### src/rtl/winograd_mul_arbiter.sv
// Round-robin arbiter with burst lock in front of one shared pipelined signed multiplier.
// Products return in accept order after LAT cycles, tagged with the issuing requester id.
module winograd_mul_arbiter #(
    parameter int NREQ = 4,
    parameter int W    = 16,
    parameter int LAT  = 2,
    parameter int IDW  = (($clog2(NREQ) > 1) ? $clog2(NREQ) : 1)
) (
    input  logic                clk,
    input  logic                rst,
    input  logic [NREQ-1:0]     req_valid,
    input  logic [NREQ-1:0]     req_last,
    input  logic [NREQ*W-1:0]   req_a,
    input  logic [NREQ*W-1:0]   req_b,
    output logic [NREQ-1:0]     req_ready,
    output logic                resp_valid,
    output logic [IDW-1:0]      resp_id,
    output logic [2*W-1:0]      resp_p,
    output logic                busy
);

    localparam logic [0:0] ST_ARB    = 1'b0;
    localparam logic [0:0] ST_LOCKED = 1'b1;

    logic [0:0]            state_r;
    logic [IDW-1:0]        ptr_r;
    logic [IDW-1:0]        owner_r;

    logic                  found_s;
    logic [IDW-1:0]        win_s;
    logic [IDW-1:0]        sel_s;
    logic [NREQ-1:0]       ready_s;
    logic                  accept_s;
    logic                  last_s;
    logic [W-1:0]          a_sel_s;
    logic [W-1:0]          b_sel_s;
    logic signed [2*W-1:0] a_ext_s;
    logic signed [2*W-1:0] b_ext_s;
    logic signed [2*W-1:0] prod_s;

    logic [LAT-1:0]        pv_r;
    logic [2*W-1:0]        pp_r  [LAT];
    logic [IDW-1:0]        pid_r [LAT];
    logic [LAT-1:0]        sv_s;
    logic [2*W-1:0]        sp_s  [LAT];
    logic [IDW-1:0]        sid_s [LAT];

    function automatic int wrap(input int p, input int k);
        return (p + k) % NREQ;
    endfunction

    function automatic logic [IDW-1:0] next_id(input logic [IDW-1:0] x);
        logic [IDW-1:0] n;
        if (x == IDW'(NREQ - 1)) begin
            n = '0;
        end else begin
            n = x + IDW'(1);
        end
        return n;
    endfunction

    // Round-robin search for the first valid requester starting at ptr.
    always_comb begin
        found_s = 1'b0;
        win_s   = '0;
        for (int k = 0; k < NREQ; k++) begin
            if (!found_s && req_valid[wrap(int'(ptr_r), k)]) begin
                found_s = 1'b1;
                win_s   = IDW'(wrap(int'(ptr_r), k));
            end else begin
                found_s = found_s;
            end
        end
    end

    // Grant generation; a locked owner excludes everyone else even when idle.
    always_comb begin
        ready_s = '0;
        if (rst) begin
            ready_s = '0;
        end else if (state_r == ST_LOCKED) begin
            ready_s[owner_r] = req_valid[owner_r];
        end else if (found_s) begin
            ready_s[win_s] = 1'b1;
        end else begin
            ready_s = '0;
        end
    end

    // Selected operands and the full-width signed product.
    always_comb begin
        if (state_r == ST_LOCKED) begin
            sel_s = owner_r;
        end else begin
            sel_s = win_s;
        end
        accept_s = |(ready_s & req_valid);
        last_s   = req_last[sel_s];
        a_sel_s  = req_a[int'(sel_s)*W +: W];
        b_sel_s  = req_b[int'(sel_s)*W +: W];
        a_ext_s  = {{W{a_sel_s[W-1]}}, a_sel_s};
        b_ext_s  = {{W{b_sel_s[W-1]}}, b_sel_s};
        prod_s   = a_ext_s * b_ext_s;
    end

    // Arbiter state: ptr only advances when a single beat or a burst ends.
    always_ff @(posedge clk or posedge rst) begin
        if (rst) begin
            state_r <= ST_ARB;
            ptr_r   <= '0;
            owner_r <= '0;
        end else if (accept_s) begin
            case (state_r)
                ST_ARB: begin
                    if (last_s) begin
                        ptr_r <= next_id(win_s);
                    end else begin
                        state_r <= ST_LOCKED;
                        owner_r <= win_s;
                    end
                end
                ST_LOCKED: begin
                    if (last_s) begin
                        state_r <= ST_ARB;
                        ptr_r   <= next_id(owner_r);
                    end
                end
                default: begin
                    state_r <= ST_ARB;
                end
            endcase
        end
    end

    // Stage inputs: stage 0 takes the accepted beat, later stages the previous stage.
    always_comb begin
        sv_s[0]  = accept_s;
        sp_s[0]  = prod_s;
        sid_s[0] = sel_s;
        for (int g = 1; g < LAT; g++) begin
            sv_s[g]  = pv_r[g-1];
            sp_s[g]  = pp_r[g-1];
            sid_s[g] = pid_r[g-1];
        end
    end

    // Product pipeline; data registers only load with a valid beat so the output holds.
    always_ff @(posedge clk or posedge rst) begin
        if (rst) begin
            pv_r <= '0;
            for (int g = 0; g < LAT; g++) begin
                pp_r[g]  <= '0;
                pid_r[g] <= '0;
            end
        end else begin
            pv_r <= sv_s;
            for (int g = 0; g < LAT; g++) begin
                if (sv_s[g]) begin
                    pp_r[g]  <= sp_s[g];
                    pid_r[g] <= sid_s[g];
                end
            end
        end
    end

    assign req_ready  = ready_s;
    assign resp_valid = pv_r[LAT-1];
    assign resp_p     = pp_r[LAT-1];
    assign resp_id    = pid_r[LAT-1];
    assign busy       = (state_r == ST_LOCKED) | (|pv_r);

endmodule

### config.mk
export PLATFORM = sky130hd
export DESIGN_NAME = winograd_mul_arbiter
export DESIGN_NICKNAME = d
export VERILOG_FILES = /design/src/rtl/winograd_mul_arbiter.sv
export SDC_FILE = /design/constraint.sdc
export NUM_CORES = 1
export LEC_CHECK = 0
export ABC_AREA = 1
export ABC_CLOCK_PERIOD_IN_PS = 9600
export CAP_MARGIN = 10
export CORE_AREA = 4 4 190 192
export CTS_BUF_LIST = sky130_fd_sc_hd__clkbuf_8
export DETAILED_ROUTE_END_ITERATION = 8
export DIE_AREA = 0 0 194 196
export PLACE_DENSITY = 0.66
export SETUP_SLACK_MARGIN = 0.02
export SLEW_MARGIN = 20
export SYNTH_ARGS = -nofsm -noshare
export SYNTH_HDL_FRONTEND = slang
export SYNTH_SLANG_ARGS = --single-unit
### constraint.sdc
create_clock -name clk -period 9.6 [get_ports clk]
set_clock_uncertainty 0.2 [all_clocks]
set_input_delay 1.92 -clock clk [delete_from_list [all_inputs] [get_ports clk]]
set_output_delay 1.92 -clock clk [all_outputs]
set_load 0.05 [all_outputs]
==> impl_metrics.py <==
metrics = {
    "global_routing": {
        "antenna_found_initial": 0,
        "grt_pass1_vias": 14305,
        "grt_pass1_wl_um": 72000,
        "grt_usage": 0.234,
        "grt_max_degree": 76,
        "grt_overflow": 0,
    },
    "min_path": {
        "hold_start": "pp_r[56]$_DFFE_PP0P_",
        "hold_end": "resp_p[24]$_DFFE_PP0P_",
        "hp-class": "reg -> reg",
        "hold_depth": 2,
    },
    "floorplanning": {
        "core_area_mm2": 0.0344,
        "die_area_mm2": 0.0380,
        "die_h_um": 196,
        "die_x_um": 194,
        "start_util": 0.444,
        "io_pins": 178,
        "rows": 68,
    },
    "synthesis": {
        "synth.ff_latch_count": 75,
        "yosysMostFrequentCell": "nand2_1",
        "synth_area_mm2": 0.0153,
        "ys_warn_count": 0,
        "synth-main-ff-cell": "dfrtp_1",
        "synthesis.nets": 2496,
        "ys_seq_area_frac": 0.123,
        "synth_cell_type_count": 39,
        "synth_cells": 2006,
        "synth_area_leaders": "fa_1, nand2_1, dfrtp_1",
        "synthTopCellsByCount": "nand2_1, inv_1, fa_1",
        "synth.top_cell.area_share": 0.344,
        "synth_edf_count": 0,
        "syn_area_per_cell_um2": 7.61,
        "yosysTopAreaCell": "fa_1",
        "async_flop_share": 1.00,
    },
    "cts": {
        "clock_sinks": 75,
        "worstSkewPairLatency_ns": 0.36,
        "cts_buffers": 9,
        "htreeDepth": 3,
        "cts_root_buf": "clkbuf_8",
        "cts.clk_slew.worst_paths_ns": 0.08,
        "cts_tree": "yes",
        "clock_path_buffers": 2,
    },
    "setup_path": {
        "cp.required_ns": 9.62,
        "crit_path_frequent_cell": "fa_1",
        "r2r-end": "pp_r[57]$_DFFE_PP0P_",
        "cp.arrival_ns": 9.17,
        "path_class": "in -> reg",
        "cp_slowest_cell": "fa_1",
        "cp-start-kind": "input port",
        "r2r-start": "ptr_r[0]$_DFFE_PP0P_",
        "crit_path_end_kind": "flip-flop",
        "r2r_slack_ns": 1.79,
        "reg2regPathDepth": 35,
        "max_stage_delay_ns": 0.58,
        "crit_fanout": 37,
    },
    "sta": {
        "worstMarginPinSlew_ns": 0.964,
        "finalCritPeriodShare": 0.953,
        "period_minus_slack_ns": 9.15,
        "setup_violations": 0,
        "fmax_mhz": 109,
        "drv_slew": 0,
        "hold_viol_final": 0,
        "relSlewSlack": 0.353,
        "rsz0062_at_grt": "yes",
    },
    "route": {
        "drc": 0,
        "via_count": 13365,
        "ant_nets": 0,
        "drt_iter0_drc": 800,
        "drt_wl_total_um": 43500,
        "viasPerCell": 5.03,
        "wl_per_cell_um": 16.4,
        "drt_pre_antenna_iters": 5,
    },
    "run_status": {
        "status": "finished clean",
    },
    "cells_and_area": {
        "area_growth_pct": 19.0,
        "fin_area_mm2": 0.0182,
        "antenna_cells": 0,
        "final_nets": 2689,
        "postLayoutCoreUtil": 0.528,
        "final_layout_size_suffix_gt1_frac": 0.0830,
    },
    "placed_design": {
        "io_buffers": 177,
        "dp_hpwl_um": 37300,
        "placed_area_mm2": 0.0178,
        "gp_congestion": 0.950,
    },
    "run": {
        "drv_cap": 0,
    },
}
## per-stage QoR
step                worst slack (ns)  cells  TNS (ns)  hold WS, ns
floorplan                       1.13   2006         0        0.227
global placement              -0.206   2638    -0.250        0.252
detailed placement            -0.358   2638    -0.655        0.259
CTS                           0.0237   2654         0        0.277
global route                  0.0175   2659         0        0.295
finish                         0.450   2659         0        0.273
## routing by layer
layer	track usage	part of all wire	vias up	wire [µm]
li1	-	-	6353	-
met1	0.297	0.42	6479	18100
met3	0.0347	0.058	106	2530
met5	0	0	-	0
met4	0.0888	0.040	0	1740
met2	0.406	0.49	427	21200
## registers in the layout, summed over array words and instances (netlist names)
name / count
pp_r: 32
state_r: 1
pv_r: 2
resp_id: 2
resp_p: 32
pid_r: 2
owner_r: 2
ptr_r: 2
## logic make-up (layout without fill, tap and decap cells)
group,Yosys count,after routing,synth area share
flip-flops,75,75,0.123
adder cells (fa/ha/maj),352,352,0.417
AND/OR/NAND/NOR,851,851,0.225
XOR/XNOR,32,32,0.0184
AO/OA/AOI/OAI,185,185,0.0709
buffers and inverters,511,709,0.146
## what timing repair did
item / in CTS / in global routing
hold buffers: 0 / 0
setup buffers: 0 / 4
endpoints found under the setup margin: 0 / 15
endpoints found under the hold margin: 0 / 0
resized for setup: 0 / 28
## critical path, delay by kind of cell
| kind | cells | cell delay, ns |
|---|---|---|
| compound gates | 3 | 0.51 |
| xor+xnor | 1 | 0.21 |
| fa+ha+maj | 7 | 3.30 |
| buf+inv | 9 | 1.45 |
| simple gates | 15 | 1.75 |
## worst max-delay path by stage
| stage | to | cells past startpoint | start | slack (ns) |
|---|---|---|---|---|
| after global routing | pp_r[57]$_DFFE_PP0P_ | 34 | req_valid[3] | 0.02 |
| after global placement | pp_r[57]$_DFFE_PP0P_ | 35 | req_valid[3] | -0.21 |
| after CTS | pp_r[57]$_DFFE_PP0P_ | 34 | req_valid[3] | 0.02 |
| after floorplan | pp_r[63]$_DFFE_PP0P_ | 33 | req_valid[1] | 1.13 |
| final | pp_r[57]$_DFFE_PP0P_ | 35 | req_valid[1] | 0.45 |
| after detailed placement | pp_r[57]$_DFFE_PP0P_ | 34 | req_valid[3] | -0.36 |
## placed cells by master, fill, tap and decap left out, types with 11 or more instances in the layout
cell type	instances
a21oi_1	40
buf_4	88
clkdlybuf4s50_1	177
dfrtp_1	75
fa_1	262
ha_1	89
inv_1	401
inv_2	11
nand2_1	558
nand2_2	29
nand3_1	70
nor2_1	167
o211ai_1	37
o21ai_0	82
xnor2_1	20
## final cells by class
type / instances / area [µm²]
clock inverters: 6 / 63.8
clock buffers: 10 / 138
well taps: 455 / 569
flip-flops and latches: 75 / 1880
inverters: 416 / 1570
repair buffers: 277 / 2670
fillers: 3393 / 16200
multi-input cells: 1420 / 11300
Power is not shown: default switching activity piles up to over one toggle a cycle in this logic, so the estimate is an artifact.
